<file path="config.mk">
export PLATFORM = sky130hd
export DESIGN_NAME = sha3_unpad
export DESIGN_NICKNAME = d
export VERILOG_FILES = /design/src/rtl/sha3_pkg.sv /design/src/rtl/sha3_pad_locate.sv /design/src/rtl/sha3_unpad.sv
export SDC_FILE = /design/constraint.sdc
export NUM_CORES = 1
export LEC_CHECK = 0
export ABC_AREA = 1
export BUFFER_PORTS_ARGS = -buffer_cell sky130_fd_sc_hd__buf_2
export CORE_ASPECT_RATIO = 1.2
export CORE_MARGIN = 5
export CORE_UTILIZATION = 37
export DETAILED_ROUTE_END_ITERATION = 7
export GPL_ROUTABILITY_DRIVEN = 0
export RECOVER_POWER = 25
export SLEW_MARGIN = 15
export SYNTH_ARGS = -nofsm -noshare
export SYNTH_HDL_FRONTEND = slang
export SYNTH_SLANG_ARGS = --single-unit
</file>
<file path="constraint.sdc">
create_clock -name ACLK -period 1.9 [get_ports ACLK]
set_clock_uncertainty 0.2 [all_clocks]
set_input_delay 0.095 -clock ACLK [delete_from_list [all_inputs] [get_ports ACLK]]
set_output_delay 0.095 -clock ACLK [all_outputs]
set_load 0.005 [all_outputs]
</file>
<file path="src/rtl/sha3_pkg.sv">
// Shared constants and state type for the SHA-3 unpadding stream block.
// Define SHA3_DOMAIN_SEP_EN to expect the SHA-3 domain-separation pad start (0x06).
package sha3_pkg;

  localparam int unsigned RATE_WORDS_DEF = 68;

`ifdef SHA3_DOMAIN_SEP_EN
  localparam logic [7:0] PAD_START = 8'h06;
`else
  localparam logic [7:0] PAD_START = 8'h01;
`endif

  localparam logic [7:0] PAD_END = 8'h80;

  typedef enum logic [1:0] {
    IDLE,
    HOLD,
    FLUSH,
    LAST
  } unpad_state_t;

endpackage

</file>
<file path="src/rtl/sha3_pad_locate.sv">
// Finds the last (highest-index, MSB-first) nonzero byte of a word and
// reports whether that byte is the pad-start marker.
module sha3_pad_locate
  import sha3_pkg::*;
#(
  parameter int unsigned DATA_WIDTH = 16
) (
  input  logic [DATA_WIDTH-1:0] word,
  output logic [2:0]            idx,
  output logic                  found,
  output logic                  is_pad_start
);

  localparam int unsigned NB = DATA_WIDTH / 8;

  always_comb begin
    idx          = '0;
    found        = 1'b0;
    is_pad_start = 1'b0;
    for (int unsigned i = 0; i < NB; i++) begin
      if (word[DATA_WIDTH-1-8*i -: 8] != 8'h00) begin
        idx          = 3'(i);
        found        = 1'b1;
        is_pad_start = (word[DATA_WIDTH-1-8*i -: 8] == PAD_START);
      end
    end
  end

endmodule

</file>
<file path="src/rtl/sha3_unpad.sv">
// Strips SHA-3/Keccak pad10*1 padding from a word stream, holding one candidate
// word plus a zero-word run count. Pad start byte selected by SHA3_DOMAIN_SEP_EN.
module sha3_unpad
  import sha3_pkg::*;
#(
  parameter int unsigned DATA_WIDTH = 16,
  parameter int unsigned RATE_WORDS = RATE_WORDS_DEF
) (
  input  logic                  ACLK,
  input  logic                  ARESET,
  input  logic                  S_TVALID,
  output logic                  S_TREADY,
  input  logic [DATA_WIDTH-1:0] din,
  input  logic                  S_TLAST,
  output logic                  M_TVALID,
  input  logic                  M_TREADY,
  output logic [DATA_WIDTH-1:0] dout,
  output logic                  M_TLAST,
  output logic [2:0]            M_TUSER,
  output logic                  PAD_ERR
);

  localparam int unsigned NB = DATA_WIDTH / 8;
  localparam int unsigned ZW = (RATE_WORDS > 1) ? $clog2(RATE_WORDS) : 1;
  localparam logic [ZW-1:0] ZMAX = ZW'(RATE_WORDS - 1);

  unpad_state_t state, nxt_state;

  logic [DATA_WIDTH-1:0] cand, nxt_cand;
  logic [DATA_WIDTH-1:0] latch, nxt_latch;
  logic [ZW-1:0]         zcnt, nxt_zcnt;
  logic                  to_last, nxt_to_last;
  logic [2:0]            last_user, nxt_last_user;
  logic                  pad_err, nxt_pad_err;

  logic                  out_valid, nxt_out_valid;
  logic [DATA_WIDTH-1:0] out_data, nxt_out_data;
  logic                  out_last, nxt_out_last;
  logic [2:0]            out_user, nxt_out_user;

  logic                  can_load, s_ready, accept;
  logic                  emit, emit_last;
  logic [DATA_WIDTH-1:0] emit_data;
  logic [2:0]            emit_user;

  logic [DATA_WIDTH-1:0] w_clr;
  logic [2:0]            w_idx, c_idx;
  logic                  w_found, c_found, w_is_start, c_is_start;

  // Final word with its pad-end bit removed; what remains decides where the pad start lives.
  assign w_clr = din & ~DATA_WIDTH'(PAD_END);

  sha3_pad_locate #(.DATA_WIDTH(DATA_WIDTH)) u_loc_w (
    .word         (w_clr),
    .idx          (w_idx),
    .found        (w_found),
    .is_pad_start (w_is_start)
  );

  sha3_pad_locate #(.DATA_WIDTH(DATA_WIDTH)) u_loc_c (
    .word         (cand),
    .idx          (c_idx),
    .found        (c_found),
    .is_pad_start (c_is_start)
  );

  function automatic logic [DATA_WIDTH-1:0] trim(input logic [DATA_WIDTH-1:0] w,
                                                 input logic [2:0]            k);
    trim = w;
    for (int unsigned i = 0; i < NB; i++) begin
      if (i >= 32'(k)) trim[DATA_WIDTH-1-8*i -: 8] = 8'h00;
    end
  endfunction

  assign can_load = !out_valid || M_TREADY;
  assign s_ready  = ((state == IDLE) || (state == HOLD)) && can_load && !ARESET;
  assign accept   = S_TVALID && s_ready;

  always_comb begin
    nxt_state     = state;
    nxt_cand      = cand;
    nxt_latch     = latch;
    nxt_zcnt      = zcnt;
    nxt_to_last   = to_last;
    nxt_last_user = last_user;
    nxt_pad_err   = 1'b0;
    emit          = 1'b0;
    emit_data     = '0;
    emit_last     = 1'b0;
    emit_user     = '0;

    case (state)
      IDLE, HOLD: begin
        if (accept) begin
          if (S_TLAST) begin
            if (din[7] && w_found && w_is_start) begin
              nxt_latch     = trim(w_clr, w_idx);
              nxt_last_user = w_idx;
              nxt_to_last   = 1'b1;
              nxt_state     = (state == HOLD) ? FLUSH : LAST;
            end else if (din[7] && !w_found && c_found && c_is_start) begin
              // Pad started in the candidate: the held zero run is padding, drop it.
              nxt_latch     = trim(cand, c_idx);
              nxt_last_user = c_idx;
              nxt_zcnt      = '0;
              nxt_state     = LAST;
            end else begin
              nxt_pad_err = 1'b1;
              nxt_cand    = '0;
              nxt_zcnt    = '0;
              nxt_state   = IDLE;
            end
          end else if (state == IDLE) begin
            nxt_cand  = din;
            nxt_zcnt  = '0;
            nxt_state = HOLD;
          end else if (din == '0) begin
            // A run longer than one rate block cannot be padding; release the oldest word.
            if (zcnt == ZMAX) begin
              emit      = 1'b1;
              emit_data = cand;
              nxt_cand  = '0;
            end else begin
              nxt_zcnt = zcnt + ZW'(1);
            end
          end else if (zcnt == '0) begin
            emit      = 1'b1;
            emit_data = cand;
            nxt_cand  = din;
          end else begin
            nxt_latch   = din;
            nxt_to_last = 1'b0;
            nxt_state   = FLUSH;
          end
        end
      end

      FLUSH: begin
        if (can_load) begin
          emit      = 1'b1;
          emit_data = cand;
          if (zcnt != '0) begin
            nxt_cand = '0;
            nxt_zcnt = zcnt - ZW'(1);
          end else if (to_last) begin
            nxt_state = LAST;
          end else begin
            nxt_cand  = latch;
            nxt_state = HOLD;
          end
        end
      end

      LAST: begin
        if (can_load) begin
          emit      = 1'b1;
          emit_data = latch;
          emit_last = 1'b1;
          emit_user = last_user;
          nxt_cand  = '0;
          nxt_zcnt  = '0;
          nxt_state = IDLE;
        end
      end

      default: nxt_state = IDLE;
    endcase
  end

  always_comb begin
    nxt_out_valid = out_valid;
    nxt_out_data  = out_data;
    nxt_out_last  = out_last;
    nxt_out_user  = out_user;
    if (emit) begin
      nxt_out_valid = 1'b1;
      nxt_out_data  = emit_data;
      nxt_out_last  = emit_last;
      nxt_out_user  = emit_user;
    end else if (M_TREADY) begin
      nxt_out_valid = 1'b0;
    end
  end

  always_ff @(posedge ACLK) begin
    if (ARESET) begin
      state     <= IDLE;
      cand      <= '0;
      latch     <= '0;
      zcnt      <= '0;
      to_last   <= 1'b0;
      last_user <= '0;
      pad_err   <= 1'b0;
      out_valid <= 1'b0;
      out_data  <= '0;
      out_last  <= 1'b0;
      out_user  <= '0;
    end else begin
      state     <= nxt_state;
      cand      <= nxt_cand;
      latch     <= nxt_latch;
      zcnt      <= nxt_zcnt;
      to_last   <= nxt_to_last;
      last_user <= nxt_last_user;
      pad_err   <= nxt_pad_err;
      out_valid <= nxt_out_valid;
      out_data  <= nxt_out_data;
      out_last  <= nxt_out_last;
      out_user  <= nxt_out_user;
    end
  end

  assign S_TREADY = s_ready;
  assign M_TVALID = out_valid;
  assign dout     = out_data;
  assign M_TLAST  = out_last;
  assign M_TUSER  = out_user;
  assign PAD_ERR  = pad_err;

endmodule

</file>
==> metrics, run 1 <==
Initial Util=0.377; hold_ws=0.0368 ns; post-synthesis sequential area ratio=0.320; EDFF count, synth=0; DR iter-0 viols=330; core area=10,500 um^2; first-pass GRT wire length=21.2 mm; asr flop ratio synth=0; Final #Nets=759; CTS tree=done; HP Start=din[10]; Final HPWL DP=8.84 mm; std cell rows=41; Pins Over Slew Limit=0; Max Clk Rate=0.517 GHz; via count=4,597; slew margin rel.=0.643; final instance area=5610 um^2; Syn. warnings=0; drt wl/cell=15.8 um; largest net degree at the start of global routing=46; Hold EP=latch[10]; CP startpoint=M_TVALID; full die area=12,800 um^2; I/O pin count=44; Reg2Reg Setup Slack=-0.03 ns; vias in the first global route=4,414; Power, Total=7540 uW; area of the mapped netlist=3940 um^2; max_cap viols=0; Slew @ Worst Pin=0.535 ns; post-synth top area share=0.320; Most used DFF post-synth=dfxtp_1; period utilisation layout=1.02; reg2reg end=dout[15]; Root Buffer=clkbuf_16; top cells by area, synth=dfxtp_1 (32%), nand2_1 (13%), nor2_1 (10%); crit path DAT=2.00 ns; placed cell areas=4680 um^2; area delta synth->final=42.4%; TritonCTS Sinks=63; RSZ-0062 raised after global routing=true; startpoint class of the critical path=register; Die Width=104 um; clk slew on worst S/H paths=0.06 ns; commonest cells in the netlist=nand2_1 (138), nor2_1 (108), inv_1 (69); Hold Crit Class=primary input to register; Pleak=0.00265 uW; failing checks=negative setup slack; Die H=123 um; Residual DRC=0; minimum clock period=1.93 ns; CP endpoint kind=register; reg2reg path depth=11; gr usage total=0.207; antenna viol nets, final=0; total CTS buffers=9; TritonRoute pass-1 iters=5; reg2reg start=M_TVALID; Clock Path Buffers=2; total wire length=13.7 mm; post-synthesis area per instance=6.39 um^2; initial antenna violation count=0; outcome=finished with violations; final hold vios=0; Clock Latency Late Sink=0.33 ns; most used standard cell by instance count after synthesis=nand2_1; peak supply drop=584 uV; # diodes=0; # setup viols final=14; number of port buffers=41; Crit path required time=1.96 ns; Power Dens Cells=1340 nW/um^2; share of layout cells above drive strength 1=0.326; Final Worst Setup Slack=-0.0329 ns; Hold Path Stages=6; Synth Register Bits=63; H-tree depth=3; CP Class=register to register; vias per cell=5.30; post-synthesis cell type count=38; Synth area leader=dfxtp_1; GR Overflow Total=0; synthesized netlist cell count=617; Max FO, Critical Path=6
[power breakdown]
part | switching, uW | leakage (uW) | internal [uW]
registers | 271 | 0.000516 | 1630
clock network | 605 | 0.000165 | 1250
logic | 2210 | 0.00197 | 1580
total | 3090 | 0.00265 | 4460
[stage by stage]
| stage | util | TNS [ns] | cells | worst slack (ns) |
|---|---|---|---|---|
| 2_1_floorplan | - | 0 | 618 | 0.0943 |
| 3_3_place_gp | 0.447 | -0.470 | 827 | -0.0528 |
| 3_5_place_dp | 0.447 | -1.39 | 827 | -0.0945 |
| 4_1_cts | 0.500 | 0 | 860 | 0.00194 |
| 5_1_grt | 0.536 | -3.56 | 868 | -0.117 |
| 6_report | 0.536 | -0.260 | 868 | -0.0329 |
[state kept, by name (all words and copies together) (netlist names), 2 cells and up]
register	count
cand	16
dout	16
latch	16
state	2
zcnt	7
[cells by family after synthesis]
group,after synthesis,share of synthesized area
AO/OA/AOI/OAI,96,0.147
other,1,0.000951
XOR/XNOR,3,0.00667
AND/OR/NAND/NOR,343,0.395
adder cells (fa/ha/maj),3,0.00952
buffers and inverters,108,0.121
flip-flops,63,0.320
[how the worst max path moves through the flow]
stage | end | slack, ns | cells after the start
2_1_floorplan | latch[8] | 0.09 | 11
3_3_place_gp | dout[2] | -0.05 | 8
3_5_place_dp | zcnt[1] | -0.09 | 10
4_1_cts | latch[11] | 0.002 | 11
5_1_grt | latch[15] | -0.12 | 12
6_report | dout[15] | -0.03 | 11
[worst max-delay path, cell delays in order, from the launching register on]
cell and delay (ns):
dfxtp_4 0.36, inv_4 0.06, nor2_4 0.04, nor3_4 0.20, nand2_4 0.10, buf_12 0.14
nor2_8 0.10, o211ai_4 0.17, buf_4 0.21, o21bai_1 0.14, nor2_1 0.05, nor2_1 0.10
[placed cells by master, fill, tap and decap left out, types with 13 or more instances in the layout]
cell type,count
nand3_1,31
nand3_2,17
buf_4,65
a22oi_1,16
dlygate4sd3_1,13
nor2_1,95
o21ai_0,16
inv_2,13
nand2_1,127
buf_2,38
inv_1,63
nand2_2,13
a21oi_1,25
nor2_2,22
dfxtp_1,59
nand4_1,18
[cell type report]
| type | instances | area [um^2] |
|---|---|---|
| fillers | 1044 | 4850 |
| multi-input cells | 450 | 2520 |
| flip-flops and latches | 63 | 1270 |
| repair buffers | 131 | 1020 |
| inverters | 80 | 309 |
| clock buffers | 12 | 267 |
| well taps | 129 | 161 |
| clock inverters | 3 | 65.1 |
[routing by layer]
layer	vias to the layer above	track usage	share of wire	wire length [um]
li1	2220	-	-	-
met1	2155	0.252	0.42	5710
met2	181	0.346	0.48	6590
met3	41	0.0491	0.072	981
met4	0	0.0972	0.031	421
met5	-	0	0	0
[what timing repair did]
item | 4_1_cts | 5_1_grt
endpoints found under the setup margin | 34 | 57
pin swaps | 2 | 28
resized for setup | 17 | 80
setup buffers | 2 | 6
hold endpoints to repair | 14 | 0
hold buffers | 13 | 0
cloned | 3 | 2
(Power assumes the default switching activity.)
==> inputs of run 2 (changes only) <==
Settings changed: CORE_UTILIZATION 37 to 53, PLACE_DENSITY set to 0.76.
==> run 2 against run 1 <==
Effect of this change: the flow still finishes with violations (negative setup slack); first-iteration DRC count up 63%; die area is 28% lower; final cell count down 5.5%; wire length decreased by 2.5%; sequential share of layout area grew 1.8 points; via count up 1.2%; non-clock buffer count decreased by 9; count of clock-buffer cells in the layout is the same; worst setup slack got worse by 0.0024 ns; total power down 14%; clock power decreased by 45%.
==> metrics, run 2 (synthesis results as in run 1) <==
outcome=finished with violations; first-pass GRT wire length=20.0 mm (-5.7%); Final HPWL DP=8.35 mm (-5.5%); Pins Over Slew Limit=0 (unchanged); vias per cell=5.68 (+7.2%); std cell rows=34 (-17%); peak supply drop=852 uV (+46%); full die area=9270 um^2 (-28%); clk slew on worst S/H paths=0.07 ns (about the same); commonest non-fill, non-tap cells in the layout=nand2_1 (126), nor2_1 (94), inv_1 (66); failing checks=negative setup slack; DR iter-0 viols=538 (+63%); drt wl/cell=16.3 um (+3.2%); RSZ-0062 raised after global routing=true; Die Width=88.7 um (-15%); final hold vios=0 (unchanged); Power Dens Cells=1250 nW/um^2 (-6.7%); CTS tree=done; total wire length=13.4 mm (-2.5%); CP endpoint kind=register; total CTS buffers=9 (unchanged); minimum clock period=1.94 ns (+0.00243 ns); # diodes=0 (unchanged); hold_ws=0.0150 ns (-0.0218 ns); via count=4,654 (+1.2%); Final Worst Setup Slack=-0.0353 ns (-0.00243 ns); vias in the first global route=4,217 (-4.5%); pre-CTS WS=-0.151 ns (-0.0569 ns); initial antenna violation count=0 (unchanged); max_cap viols=0 (unchanged); footprint of the multi-input gates=2430 um^2 (-3.6%); slew margin rel.=0.658 (+0.0149); Post-Place Cells=778 (-5.9%); GR Overflow Total=0 (unchanged); FF/Latch Area=1270 um^2 (about the same); Clock Path Buffers=2 (unchanged); share of layout cells above drive strength 1=0.271 (-0.0549); startpoint class of the critical path=register; Max Clk Rate=0.517 GHz (-0.13%); TritonCTS Sinks=63 (unchanged); final core occ=0.715 (+0.179); non-filler cells, final=820 (-5.5%); Crit path required time=1.93 ns (-0.03 ns); most common cell after layout, fill and taps aside=nand2_1; TritonRoute pass-1 iters=7 (+2); number of port buffers=41 (unchanged); antenna viol nets, final=0 (unchanged); core area=7270 um^2 (-30%); Slew @ Worst Pin=0.512 ns (-0.0224 ns); Root Buffer=clkbuf_8; Pleak=0.00240 uW (-9.7%); Clock Latency Late Sink=0.35 ns (+0.02 ns); Max FO, Critical Path=13 (+7); gr usage total=0.276 (+0.0692); largest net degree at the start of global routing=46 (unchanged); CP Class=register to register; Layout fillers=593 (-43%); Hold Crit Class=primary input to register; period utilisation layout=1.02 (+0.00128); area delta synth->final=32.0%; crit path DAT=1.97 ns (-0.03 ns); I/O pin count=44 (unchanged); Residual DRC=0 (unchanged); Initial Util=0.542 (+0.165); setup TNS=-0.0699 ns (+0.190 ns); Final #Nets=749 (-1.3%); Die H=104 um (-15%); # setup viols final=6 (-8); H-tree depth=3 (unchanged)
[run 2: area by class of cell]
cell class,instances,share of cell area
sequential,63,0.244
inverter,80,0.0604
clock inverter,4,0.00433
timing repair buffer,122,0.176
tap,90,0.0217
multi-input combinational,449,0.467
clock buffer,12,0.0260
[run 2: final timing paths]
kind / startpoint / endpoint / slack [ns] / cells after the start
worst max-delay path: zcnt[1] / zcnt[6] / -0.04 / 12
worst max register to register: zcnt[1] / zcnt[6] / -0.04 / 12
worst min-delay path: din[8] / latch[8] / 0.01 / 6
worst min register to register: M_TUSER[0] / M_TUSER[0] / 0.28 / 2
[run 2: power by group]
part           switching (uW)  leakage, uW  total, uW  internal, uW
registers                 284     0.000517       1920          1630
clock network             544    0.0000801       1010           468
logic                    2190      0.00180       3590          1400
total                    3020      0.00240       6520          3500
[run 2: worst max-delay path: stages, from the launching register on]
cell and delay [ns]:
dfxtp_1 0.35, inv_1 0.09, ha_4 0.17, inv_4 0.05, nor2_4 0.03, nand2_4 0.13
nor2_4 0.05, inv_2 0.04, nand2_1 0.04, inv_1 0.07, nand3_2 0.22, o21ai_0 0.30
a21oi_1 0.07
[run 2: stage by stage]
stage                     instance area, um^2  power [uW]
after floorplan                          3950        3970
after global placement                   4540        4830
after detailed placement                 4540        4920
after CTS                                4960        6050
after global routing                     5200        6950
final                                    5200        6520
[run 2: layer usage]
layer  up-vias  routed length (um)  global-route usage
met3        63                1250              0.0594
met5         -                   0                   0
met4         0                 691               0.133
met2       287                6510               0.454
li1       2201                   -                   -
met1      2103                4920               0.332
[run 2: repair_timing]
item,4_1_cts,5_1_grt
gates resized for setup,13,59
cloned,2,1
buffers inserted,2,2
endpoints found under the setup margin,57,59
hold buffers,19,0
pin swaps,3,32
endpoints found under the hold margin,21,0
==> inputs of run 3 (changes only) <==
--- a/config.mk
+++ b/config.mk
@@ -7,3 +7,3 @@
 export LEC_CHECK = 0
-export ABC_AREA = 1
+export ABC_AREA = 0
 export BUFFER_PORTS_ARGS = -buffer_cell sky130_fd_sc_hd__buf_2
@@ -11,3 +11,3 @@
 export CORE_MARGIN = 5
-export CORE_UTILIZATION = 53
+export CORE_UTILIZATION = 52
 export DETAILED_ROUTE_END_ITERATION = 7
--- a/constraint.sdc
+++ b/constraint.sdc
@@ -4,2 +4,2 @@
 set_output_delay 0.095 -clock ACLK [all_outputs]
-set_load 0.005 [all_outputs]
+set_load 0.05 [all_outputs]
==> run 3 against run 2 <==
Effect of this change: the run still ends with negative setup slack left; final cell count fell by 29%; die area shrank 15%; wire length rose by 13%; first-iteration DRC count grew 36%; worst setup slack lost 0.66 ns; sequential power fell by 16%; utilization rose by 13 points; synthesized cell count fell by 41%; critical endpoint is now dout[1]; clock power is 48% higher; critical path type unchanged; hold slack improved by 0.030 ns.
==> metrics, run 3 <==
post-synthesis cell type count=59 (+55%); # diodes=0 (unchanged); CP endpoint kind=register; Slew @ Worst Pin=0.886 ns (+0.373 ns); Power, Total=5540 uW (-15%); commonest cells in the netlist=dfxtp_1 (63), nor2_1 (44), a21oi_1 (33); full die area=7900 um^2 (-15%); crit path cell chain=nor4_4 -> nand3_1 -> mux2_4 -> buf_12 -> o21a_4 -> buf_16 -> a222oi_1 -> nor2_1; most used standard cell by instance count after synthesis=dfxtp_1; final instance area=5090 um^2 (-2.2%); Max stage delay on crit path=0.42 ns (+0.07 ns); # setup viols final=61 (+55); via count=4,147 (-11%); number of port buffers=41 (unchanged); share of layout cells above drive strength 1=0.477 (+0.206); period utilisation layout=1.37 (+0.347); Power Dens Cells=1090 nW/um^2 (-13%); largest net degree at the start of global routing=58 (+26%); clk slew on worst S/H paths=0.07 ns (about the same); top cells by area, synth=dfxtp_1 (39%), a21oi_1 (5.1%), nor2_1 (5.1%); DR iter-0 viols=734 (+36%); minimum clock period=2.59 ns (+0.659 ns); Final HPWL DP=6.85 mm (-18%); Pleak=0.00202 uW (-16%); Final #Nets=522 (-30%); total wire length=15.1 mm (+13%); Most used DFF post-synth=dfxtp_1; slew margin rel.=0.410 (-0.249); area of the mapped netlist=3230 um^2 (-18%); std cell rows=31 (-8.8%); post-synthesis area per instance=8.93 um^2 (+40%); HP Start=din[2]; Root Buffer=clkbuf_8; antenna viol nets, final=0 (unchanged); Die H=96.4 um (-7.8%); Synth Register Bits=63 (unchanged); vias per cell=7.09 (+25%); drt wl/cell=25.8 um (+59%); Crit path required time=1.90 ns (-0.03 ns); TritonCTS Sinks=63 (unchanged); total CTS buffers=9 (unchanged); CP startpoint=zcnt[5]; Clock Path Buffers=2 (unchanged); asr flop ratio synth=0 (unchanged); post-synthesis sequential area ratio=0.390 (+0.0702); placed cell areas=4190 um^2 (-7.9%); initial antenna violation count=0 (unchanged); max_cap viols=0 (unchanged); Hold Crit Class=primary input to register; startpoint class of the critical path=register; Die Width=82.0 um (-7.6%); synthesized netlist cell count=362 (-41%); failing checks=negative setup slack; gr usage total=0.338 (+0.0619); commonest non-fill, non-tap cells in the layout=buf_4 (81), dfxtp_1 (56), nor2_1 (39); final hold vios=0 (unchanged); CP max stage cell=a222oi_1; RSZ-0062 raised after global routing=true; Final Worst Setup Slack=-0.695 ns (-0.659 ns); H-tree depth=3 (unchanged); most common cell after layout, fill and taps aside=buf_4; Initial Util=0.534 (-0.00768); area delta synth->final=57.5%; Max Clk Rate=0.385 GHz (-25%); CP Class=register to register; Clock Latency Late Sink=0.35 ns (about the same); GR Overflow Total=0 (unchanged); outcome=finished with violations; Max FO, Critical Path=4 (-9); core area=6050 um^2 (-17%); post-synth top area share=0.390 (+0.0702); crit path DAT=2.60 ns (+0.63 ns); Synth area leader=dfxtp_1; peak supply drop=820 uV (-3.7%); Syn. warnings=0 (unchanged); TritonRoute pass-1 iters=7 (unchanged); final core occ=0.841 (+0.126); first-pass GRT wire length=19.9 mm (-0.89%); Layout fillers=294 (-50%); EDFF count, synth=0 (unchanged); I/O pin count=44 (unchanged); Residual DRC=0 (unchanged); Pins Over Slew Limit=0 (unchanged); CTS tree=done; vias in the first global route=3,723 (-12%); reg2reg start=zcnt[5]
## run 3: power by group
group / switching, uW / internal [uW] / total (uW)
clock: 551 / 943 / 1490
combinational: 1380 / 1050 / 2430
sequential: 142 / 1480 / 1620
## run 3: layout make-up
cell class | count | area [um^2] | area share
well taps | 82 | 103 | 0.0202
flip-flops and latches | 63 | 1270 | 0.251
clock buffers | 11 | 151 | 0.0298
repair buffers | 154 | 1260 | 0.247
inverters | 4 | 15.0 | 0.00295
clock inverters | 5 | 104 | 0.0204
multi-input cells | 266 | 2180 | 0.429
## run 3: kinds of logic after synthesis
family          Yosys count  share of synthesized area
compound gates          133                      0.315
fa+ha+maj                 3                     0.0116
buf+inv                  34                     0.0565
flops                    63                      0.390
mux                       5                     0.0170
other cells               1                    0.00116
simple gates            123                      0.208
## run 3: timing repair
| item | in CTS | in global routing |
|---|---|---|
| endpoints found under the setup margin | 62 | 63 |
| gates resized for setup | 48 | 38 |
| gates cloned | 4 | 2 |
| hold endpoints to repair | 9 | 0 |
| buffers inserted | 4 | 5 |
| pin swaps | 16 | 24 |
| hold buffers | 10 | 0 |
## run 3: worst paths after layout
kind	to	cells past startpoint	slack, ns
worst max-delay path	dout[1]	8	-0.69
worst min-delay path	cand[2]	3	0.04
worst max register to register	dout[1]	8	-0.69
worst min register to register	dout[15]	2	0.29
## run 3: critical path, delay by kind of cell, from the launching register on
kind	cells	cell delay [ns]
compound gates	2	0.67
buf+inv	2	0.30
flops	1	0.34
mux	1	0.34
simple gates	3	0.60
## run 3: through the flow
| step | std cells | setup WS (ns) | TNS, ns | hold slack [ns] |
|---|---|---|---|---|
| after floorplan | 363 | -0.483 | -17.64 | 0.0205 |
| after global placement | 546 | -0.430 | -20.97 | 0.178 |
| after detailed placement | 546 | -0.588 | -26.53 | 0.179 |
| after CTS | 580 | -0.516 | -23.67 | 0.0280 |
| after global routing | 585 | -0.732 | -31.00 | 0.0629 |
| final | 585 | -0.695 | -28.09 | 0.0449 |
## run 3: metal layers
metal | global-route usage | part of all wire
met1 | 0.386 | 0.33
met2 | 0.551 | 0.46
met3 | 0.0805 | 0.11
met4 | 0.230 | 0.093
met5 | 0 | 0
